### config.mk
export PLATFORM = sky130hd
export DESIGN_NAME = writeback_arbiter_l5
export DESIGN_NICKNAME = d
export VERILOG_FILES = /design/src/rtl/writeback_arbiter_l5.sv
export SDC_FILE = /design/constraint.sdc
export NUM_CORES = 1
export LEC_CHECK = 0
export CAP_MARGIN = 20
export CORE_AREA = 2 2 198 200
export CTS_CLUSTER_SIZE = 30
export DETAILED_ROUTE_END_ITERATION = 8
export DIE_AREA = 0 0 200 202
export GPL_TIMING_DRIVEN = 1
export HOLD_SLACK_MARGIN = 0.02
export PLACE_DENSITY = 0.5
export SLEW_MARGIN = 10
export SYNTH_ARGS = -nofsm -noshare
export SYNTH_HDL_FRONTEND = slang
export SYNTH_SLANG_ARGS = --single-unit
export TNS_END_PERCENT = 50
### constraint.sdc
create_clock -name clk -period 4.1 [get_ports clk]
set_clock_uncertainty 0.05 [all_clocks]
set_input_delay 0.82 -clock clk [delete_from_list [all_inputs] [get_ports clk]]
set_output_delay 0.82 -clock clk [all_outputs]
set_load 0.02 [all_outputs]
### src/rtl/writeback_arbiter_l5.sv
// ---------------------------------------------------------------------------
// writeback_arbiter_l5
//
// Purpose:
//   Merges p_num_units execute-unit result streams (X) into a single
//   registered writeback stream (W) using round-robin arbitration, one
//   result per cycle. Also keeps a saturating completion counter per unit.
//
// Ports:
//   clk        clock
//   rst        asynchronous reset, active low
//   x_val/x_rdy                      per-unit handshake
//   x_pc, x_seq_num, x_waddr, x_wdata, x_wen, x_preg, x_ppreg
//                                    per-unit result fields, unit i in slice i
//   w_val/w_rdy                      registered output handshake
//   w_pc .. w_ppreg                  registered result fields
//   w_unit     source unit of the current W result
//   done_cnt   per-unit count of results accepted by writeback (saturating)
// ---------------------------------------------------------------------------
module writeback_arbiter_l5 #(
    parameter int p_num_units      = 4,
    parameter int p_seq_num_bits   = 5,
    parameter int p_phys_addr_bits = 6,
    parameter int p_cnt_bits       = 16
) (
    input  logic                                    clk,
    input  logic                                    rst,
    input  logic [p_num_units-1:0]                  x_val,
    output logic [p_num_units-1:0]                  x_rdy,
    input  logic [p_num_units*32-1:0]               x_pc,
    input  logic [p_num_units*p_seq_num_bits-1:0]   x_seq_num,
    input  logic [p_num_units*5-1:0]                x_waddr,
    input  logic [p_num_units*32-1:0]               x_wdata,
    input  logic [p_num_units-1:0]                  x_wen,
    input  logic [p_num_units*p_phys_addr_bits-1:0] x_preg,
    input  logic [p_num_units*p_phys_addr_bits-1:0] x_ppreg,
    output logic                                    w_val,
    input  logic                                    w_rdy,
    output logic [31:0]                             w_pc,
    output logic [p_seq_num_bits-1:0]               w_seq_num,
    output logic [4:0]                              w_waddr,
    output logic [31:0]                             w_wdata,
    output logic                                    w_wen,
    output logic [p_phys_addr_bits-1:0]             w_preg,
    output logic [p_phys_addr_bits-1:0]             w_ppreg,
    output logic [$clog2(p_num_units)-1:0]          w_unit,
    output logic [p_num_units*p_cnt_bits-1:0]       done_cnt
);

    localparam int lp_n  = p_num_units;
    localparam int lp_ub = $clog2(p_num_units);
    localparam int lp_sq = p_seq_num_bits;
    localparam int lp_pa = p_phys_addr_bits;

    // Unpacked views of the per-unit field buses
    logic [31:0]      w_pc_arr    [lp_n];
    logic [lp_sq-1:0] w_seq_arr   [lp_n];
    logic [4:0]       w_waddr_arr [lp_n];
    logic [31:0]      w_wdata_arr [lp_n];
    logic [lp_pa-1:0] w_preg_arr  [lp_n];
    logic [lp_pa-1:0] w_ppreg_arr [lp_n];

    genvar gi;
    generate
        for (gi = 0; gi < lp_n; gi++) begin : g_unpack
            assign w_pc_arr[gi]    = x_pc[32*gi +: 32];
            assign w_seq_arr[gi]   = x_seq_num[lp_sq*gi +: lp_sq];
            assign w_waddr_arr[gi] = x_waddr[5*gi +: 5];
            assign w_wdata_arr[gi] = x_wdata[32*gi +: 32];
            assign w_preg_arr[gi]  = x_preg[lp_pa*gi +: lp_pa];
            assign w_ppreg_arr[gi] = x_ppreg[lp_pa*gi +: lp_pa];
        end
    endgenerate

    // Output register state
    logic             r_w_val;
    logic [31:0]      r_pc;
    logic [lp_sq-1:0] r_seq;
    logic [4:0]       r_waddr;
    logic [31:0]      r_wdata;
    logic             r_wen;
    logic [lp_pa-1:0] r_preg;
    logic [lp_pa-1:0] r_ppreg;
    logic [lp_ub-1:0] r_unit;
    logic [lp_ub-1:0] r_ptr;

    logic             w_can_load;
    logic             w_grant_any;
    logic [lp_ub-1:0] w_grant_idx;
    logic [lp_ub-1:0] w_ptr_next;
    logic             w_w_xfer;

    assign w_can_load = !r_w_val || w_rdy;
    assign w_w_xfer   = r_w_val && w_rdy;

    // Round-robin search starting at r_ptr; first valid unit wins.
    // Gated by rst so no unit is told "ready" while reset is asserted.
    always_comb begin
        int v_idx;
        v_idx       = 0;
        w_grant_any = 1'b0;
        w_grant_idx = '0;
        if (rst && w_can_load) begin
            for (int k = 0; k < lp_n; k++) begin
                v_idx = int'(r_ptr) + k;
                if (v_idx >= lp_n) begin
                    v_idx = v_idx - lp_n;
                end
                if (!w_grant_any && x_val[v_idx]) begin
                    w_grant_any = 1'b1;
                    w_grant_idx = lp_ub'(v_idx);
                end
            end
        end
    end

    assign w_ptr_next = (w_grant_idx == lp_ub'(lp_n - 1)) ? '0 : w_grant_idx + 1'b1;

    generate
        for (gi = 0; gi < lp_n; gi++) begin : g_rdy
            assign x_rdy[gi] = w_grant_any && (w_grant_idx == lp_ub'(gi));
        end
    endgenerate

    // A grant implies x_val of the granted unit, so a grant is a transfer.
    // Load on grant covers the back-to-back case; otherwise a W transfer
    // empties the register and the fields simply hold.
    always_ff @(posedge clk or negedge rst) begin
        if (!rst) begin
            r_w_val <= 1'b0;
            r_pc    <= '0;
            r_seq   <= '0;
            r_waddr <= '0;
            r_wdata <= '0;
            r_wen   <= 1'b0;
            r_preg  <= '0;
            r_ppreg <= '0;
            r_unit  <= '0;
            r_ptr   <= '0;
        end else begin
            if (w_grant_any) begin
                r_w_val <= 1'b1;
                r_pc    <= w_pc_arr[w_grant_idx];
                r_seq   <= w_seq_arr[w_grant_idx];
                r_waddr <= w_waddr_arr[w_grant_idx];
                r_wdata <= w_wdata_arr[w_grant_idx];
                r_wen   <= x_wen[w_grant_idx];
                r_preg  <= w_preg_arr[w_grant_idx];
                r_ppreg <= w_ppreg_arr[w_grant_idx];
                r_unit  <= w_grant_idx;
                r_ptr   <= w_ptr_next;
            end else if (w_rdy) begin
                r_w_val <= 1'b0;
            end
        end
    end

    // Per-unit saturating completion counters, credited on W acceptance
    generate
        for (gi = 0; gi < lp_n; gi++) begin : g_cnt
            logic [p_cnt_bits-1:0] r_cnt;
            always_ff @(posedge clk or negedge rst) begin
                if (!rst) begin
                    r_cnt <= '0;
                end else if (w_w_xfer && (r_unit == lp_ub'(gi)) && (r_cnt != '1)) begin
                    r_cnt <= r_cnt + 1'b1;
                end
            end
            assign done_cnt[p_cnt_bits*gi +: p_cnt_bits] = r_cnt;
        end
    endgenerate

    assign w_val     = r_w_val;
    assign w_pc      = r_pc;
    assign w_seq_num = r_seq;
    assign w_waddr   = r_waddr;
    assign w_wdata   = r_wdata;
    assign w_wen     = r_wen;
    assign w_preg    = r_preg;
    assign w_ppreg   = r_ppreg;
    assign w_unit    = r_unit;

endmodule

==> results of run 1 <==
[worst register-to-register path, cell delays in order (launching register included)]
cell and delay [ns]:
dfrtp_1 0.45, nor4bb_1 0.41, o21ai_1 0.18, o311ai_4 0.12
buf_4 0.18, buf_4 0.39, nand3_4 0.13, buf_12 0.20
o221ai_1 0.52
[power groups by stage]
| stage | clock (mW) | combinational [mW] | sequential (mW) |
|---|---|---|---|
| floorplan | 0 | 0.915 | 2.60 |
| global placement | 0 | 2.81 | 2.20 |
| detailed placement | 0 | 2.80 | 2.20 |
| CTS | 1.65 | 2.81 | 2.19 |
| global route | 1.71 | 2.95 | 2.24 |
| finish | 1.58 | 2.76 | 2.19 |
[routing by layer]
layer,wire (um),GRT usage
met2,18900,0.315
met4,530,0.0466
met1,14600,0.214
met3,2490,0.0481
met5,0,0
[synthesized netlist by cell type (3+ instances only)]
library cell  number
mux2i_1          175
dfrtp_1          156
nand2_1          125
o221ai_1          87
xnor2_1           42
nor2_1            21
nand3_1           18
clkbuf_1          17
nand4_1           16
xor2_1            14
buf_6             13
buf_2             11
nor3_1             9
buf_1              8
and3_1             7
ha_1               6
a21oi_1            5
and4_1             5
mux2_1             5
nand2b_1           5
nor4_1             5
inv_1              3
or3b_1             3
[stage by stage]
step	hold slack (ns)	cells	cell area (um^2)	util	worst slack [ns]
floorplan	0.474	785	8570	-	0.874
global placement	0.421	1781	14200	0.372	0.105
detailed placement	0.422	1781	14200	0.372	0.0692
CTS	0.142	1813	14800	0.386	0.0390
global route	0.147	1815	14800	0.387	0.00342
finish	0.168	1815	14800	0.387	0.0836
[sequential cells by signal (all words and copies together) (netlist names)]
name	cells
w_seq_num	5
w_preg	6
w_wdata	32
w_pc	32
w_waddr	5
g_cnt.r_cnt	64
w_ppreg	6
r_ptr	2
w_unit	2
w_val	1
w_wen	1
[cells by family (layout without fill, tap and decap cells)]
| kind of cell | Yosys count | after routing | share of synthesized area |
|---|---|---|---|
| flops | 156 | 156 | 0.456 |
| buf+inv | 55 | 565 | 0.0385 |
| xor+xnor | 56 | 56 | 0.0572 |
| fa+ha+maj | 6 | 6 | 0.00876 |
| compound gates | 103 | 103 | 0.102 |
| mux | 181 | 181 | 0.212 |
| other cells | 0 | 2 | 0 |
| simple gates | 228 | 228 | 0.125 |
[path summary, 6_finish.rpt]
check                               to  slack, ns  depth (start not counted)
hold / removal                r_ptr[0]       0.17                          1
setup reg to reg           w_wdata[31]       1.38                          8
min in group clk           w_wdata[16]       0.44                          2
hold reg to reg            w_wdata[16]       0.44                          2
max in group asynchronous      w_pc[3]       2.31                          3
setup / recovery              x_rdy[0]       0.08                          7
[layout make-up]
type	count	share of cell area
Sequential cell	156	0.264
Inverter	5	0.00135
Tap cell	518	0.0438
Multi-Input combinational cell	574	0.295
Clock buffer	17	0.0287
Clock inverter	15	0.00947
Antenna cell	2	0.000338
Timing Repair Buffer	528	0.357
==> reports/results.ini, run 1 <==
[outcome]
run_status=finished clean

[clock_tree]
cts_hold_buf=0
numCtsBuffers=17
path_clk_slew_ns=0.07
htreeDepth=4
postCtsResizedCells=0
cts_tree=done
post_cts_buffers=0
clock_sinks=156
clkLatencyLatePin_ns=0.44
cts.path.max_buffers=2
clockRootBuffer=clkbuf_16

[sta]
finalSetupViolCount=0
period_minus_slack_ns=4.02
period_share=0.980
worstMarginPinSlew_ns=1.09
tns_ns=0
slew_violations=0
rsz0062_at_grt=false
hold_viol_final=0
relSlewSlack=0.275
fmax_mhz=249

[route]
drc=0
antenna_left=0
wl_per_cell_um=20.1
drt_iter0_drc=314
drt-pass1-iter-count=4
vias=8256
viasPerCell=4.55
drt_wl_total_mm=36.5

[floorplanning]
initial_core_util=0.224
dieArea_mm2=0.0404
io_pins=513
die_h_um=202
coreArea_mm2=0.0383
fp.dieW_um=200
row_count=72

[synth]
synth_flop_cell=dfrtp_1
syn_area_mm2=0.00857
synthTopCellsByArea=dfrtp_1, mux2i_1, o221ai_1, nand2_1, xnor2_1
ys_types=46
synth_top_area_cell=dfrtp_1
syn_avg_cell_area_um2=10.9
synth_edf_count=0
yosys_warnings=0
yosysTopAreaCellShare=0.456
synth-seq-cells=156
ys_seq_area_frac=0.456
synth_async_sr_flop_share=1.00
syn_inst=785
syn_nets=1146

[min_path]
min_path_type=primary input to async pin

[place]
dp_hpwl_mm=27.9
place_congestion=0.797
io_buffers=512

[finish]
n_fill_cell=3802
post_route_cells_drive_above_1_share=0.0448
final_common_cell=clkdlybuf4s50_1
layout.nets=1643
layout_common_cells=clkdlybuf4s50_1, mux2i_1, dfrtp_1, nand2_1, o221ai_1
area_growth_pct=72.7
regArea_mm2=0.00390
multiInputGateArea_mm2=0.00437

[setup_path]
crit_required_ns=3.23
crit_chain=clkdlybuf4s50_1, nor2b_1, o311a_1, o311ai_4, ha_1, and3_1, clkdlybuf4s50_1
end_kind=output port
crit_path_max_incr_delay_ns=0.59
start_kind=primary input
worst-setup-path-type=primary input to output port
startpoint=x_val[1]
path_max_fanout=6
cp_common_cell=clkdlybuf4s50_1
arrival_ns=3.15
r2r_start=r_ptr[1]
critical-path-top-delay-family=buffers and inverters
worst-path-buf-inv=2
slowest_stage=clkdlybuf4s50_1

[pwr]
power_mw=6.53
p_clk_frac=0.242
p_leak_nw=6.71
p_sw_mw=2.39
p_int_mw=4.14
combPwrFrac=0.423
p_per_area_mw_per_mm2=441
switching_share=0.366
seq_power_share=0.335
peakVddDrop_v=0.000281

[grt]
grt_pass1_vias=8659
globalRoute.totalOverflow=0
grt_max_degree=118
grt_usage=0.179
grt_pass1_wl_mm=54.1
antenna_found_initial=2

[job]
drv_cap=0

Power figures use the tool's default switching activity.
==> run 2: changes to the inputs <==
--- a/config.mk
+++ b/config.mk
@@ -13,7 +13,6 @@
 export GPL_TIMING_DRIVEN = 1
 export HOLD_SLACK_MARGIN = 0.02
 export PLACE_DENSITY = 0.5
-export SLEW_MARGIN = 10
 export SYNTH_ARGS = -nofsm -noshare
 export SYNTH_HDL_FRONTEND = slang
 export SYNTH_SLANG_ARGS = --single-unit
==> results of run 2 <==
The final DEF is identical to that of run 1; final timing and power are the same.
==> run 3: changes to the inputs <==
--- a/config.mk
+++ b/config.mk
@@ -6,13 +6,13 @@
 export NUM_CORES = 1
 export LEC_CHECK = 0
 export CAP_MARGIN = 20
-export CORE_AREA = 2 2 198 200
+export CORE_AREA = 2 2 200 202
 export CTS_CLUSTER_SIZE = 30
 export DETAILED_ROUTE_END_ITERATION = 8
-export DIE_AREA = 0 0 200 202
+export DIE_AREA = 0 0 202 204
 export GPL_TIMING_DRIVEN = 1
 export HOLD_SLACK_MARGIN = 0.02
-export PLACE_DENSITY = 0.5
+export PLACE_DENSITY = 0.49
 export SYNTH_ARGS = -nofsm -noshare
 export SYNTH_HDL_FRONTEND = slang
 export SYNTH_SLANG_ARGS = --single-unit
==> reports/results.ini, run 3 (synthesis results as in run 1) <==
[outcome]
run_status=finished clean  ; unchanged

[route]
antenna_left=0  ; unchanged
vias=8241  ; was 8256
viasPerCell=4.52  ; was 4.55
drc=0  ; unchanged
drt_wl_total_mm=36.4  ; was 36.5 mm
drt-pass1-iter-count=4  ; unchanged
drt_iter0_drc=286  ; was 314
wl_per_cell_um=19.9  ; was 20.1 um

[floorplanning]
fp.dieW_um=202  ; was 200 um
coreArea_mm2=0.0392  ; was 0.0383 mm^2
dieArea_mm2=0.0412  ; was 0.0404 mm^2
io_pins=513  ; unchanged
initial_core_util=0.219  ; was 0.224
die_h_um=204  ; was 202 um
row_count=73  ; was 72

[place]
dp_hpwl_mm=27.6  ; was 27.9 mm
place_congestion=0.774  ; was 0.797
placed_cell_area_mm2=0.0142  ; about the same
io_buffers=512  ; unchanged
pre_cts_slack_ns=0.0674  ; was 0.0692 ns

[grt]
antenna_found_initial=1  ; was 2
grt_max_degree=115  ; was 118
grt_pass1_vias=8532  ; was 8659
grt_pass1_wl_mm=53.6  ; was 54.1 mm
grt_usage=0.173  ; was 0.179
globalRoute.totalOverflow=0  ; unchanged

[pwr]
peakVddDrop_v=0.000278  ; was 0.000281 V
switching_share=0.360  ; was 0.366
seq_power_share=0.328  ; was 0.335
power_mw=6.66  ; was 6.53 mW
p_per_area_mw_per_mm2=448  ; was 441 mW/mm^2
p_clk_frac=0.257  ; was 0.242
p_int_mw=4.26  ; was 4.14 mW
combPwrFrac=0.415  ; was 0.423
p_sw_mw=2.39  ; about the same
p_leak_nw=6.75  ; was 6.71 nW

[clock_tree]
cts_hold_buf=0  ; unchanged
numCtsBuffers=17  ; unchanged
clkLatencyLatePin_ns=0.44  ; about the same
clock_sinks=156  ; unchanged
cts_tree=done  ; unchanged
clockRootBuffer=clkbuf_16  ; unchanged
htreeDepth=4  ; unchanged
cts.path.max_buffers=2  ; unchanged
path_clk_slew_ns=0.07  ; about the same
postCtsResizedCells=0  ; unchanged
post_cts_buffers=0  ; unchanged

[finish]
fin_area_mm2=0.0149  ; was 0.0148 mm^2
regMostFlops=g_cnt.r_cnt  ; unchanged
layout_common_cells=clkdlybuf4s50_1, mux2i_1, dfrtp_1, nand2_1, o221ai_1  ; unchanged
post_route_cells_drive_above_1_share=0.0448  ; about the same
final_common_cell=clkdlybuf4s50_1  ; unchanged
largest_reg_flops=64  ; unchanged
layout.nets=1644  ; was 1643
area_growth_pct=73.5  ; was 72.7%
n_fill_cell=3872  ; was 3802

[setup_path]
start_kind=primary input  ; unchanged
crit_required_ns=3.23  ; about the same
path_max_fanout=6  ; unchanged
reg2regPathDepth=8  ; unchanged
end_kind=output port  ; unchanged
arrival_ns=3.17  ; was 3.15 ns
worst-setup-path-type=primary input to output port  ; unchanged

[sta]
tns_ns=0  ; unchanged
period_minus_slack_ns=4.04  ; was 4.02 ns
relSlewSlack=0.335  ; was 0.275
fin_ws_ns=0.0573  ; was 0.0836 ns
slew_violations=0  ; unchanged
worstMarginPinSlew_ns=0.973  ; was 1.09 ns
rsz0062_at_grt=true  ; was false
fmax_mhz=247  ; was 249 MHz
period_share=0.986  ; was 0.980
hold_viol_final=0  ; unchanged
finalSetupViolCount=0  ; unchanged

[min_path]
min_path_type=primary input to async pin  ; unchanged

[job]
drv_cap=0  ; unchanged

-- run 3: cell count changes in the layout (fill, tap and decap cells not counted), sizes merged --
cell | before | now
clkbuf | 17 | 18
diode | 2 | 3
buf | 18 | 19
clkinv | 7 | 6
clkinvlp | 3 | 1
bufinv | 1 | 3
-- run 3: worst paths after layout --
check,from,to,slack (ns)
setup / recovery,x_val[1],x_rdy[2],0.06
hold / removal,rst,r_ptr[1],0.1
setup reg to reg,r_ptr[1],w_pc[6],1.55
hold reg to reg,w_wdata[21],w_wdata[21],0.44
max in group asynchronous,rst,w_seq_num[4],2.41
min in group clk,w_wdata[21],w_wdata[21],0.44
-- run 3: power groups by stage --
stage	Sequential, mW	Combinational, mW	Clock [mW]
global placement	2.20	2.80	0
CTS	2.18	2.81	1.78
finish	2.18	2.77	1.71
detailed placement	2.20	2.80	0
floorplan	2.60	0.915	0
global route	2.24	2.96	1.83
-- run 3: critical path: stages --
cell             delay, ns
clkdlybuf4s50_1       0.49
or4_4                 0.61
nand3_4               0.11
a2111o_2              0.20
ha_1                  0.17
and3_1                0.16
clkdlybuf4s50_1       0.60
-- run 3: final cells by class --
class                   instances  area, um^2  area share
multi-input cells             574        4370       0.294
inverters                       5        20.0     0.00135
clock inverters                14         184      0.0124
clock buffers                  18         429      0.0289
diodes                          3        7.51    0.000505
well taps                     525         657      0.0442
repair buffers                529        5290       0.356
flip-flops and latches        156        3900       0.263
-- run 3: metrics by stage --
| stage | hold WS, ns | utilization | std cells |
|---|---|---|---|
| 4_1_cts | 0.0631 | 0.379 | 1821 |
| 3_3_place_gp | 0.419 | 0.363 | 1789 |
| 6_report | 0.0976 | 0.379 | 1824 |
| 3_5_place_dp | 0.424 | 0.363 | 1789 |
| 5_1_grt | 0.0669 | 0.379 | 1821 |
| 2_1_floorplan | 0.474 | - | 785 |
-- run 3: per-layer routing --
metal	GRT usage	share of wire	vias to the layer above
li1	-	-	3935
met1	0.210	0.41	3980
met2	0.293	0.50	286
met3	0.0499	0.069	38
met4	0.0591	0.020	2
met5	0	0.00036	-
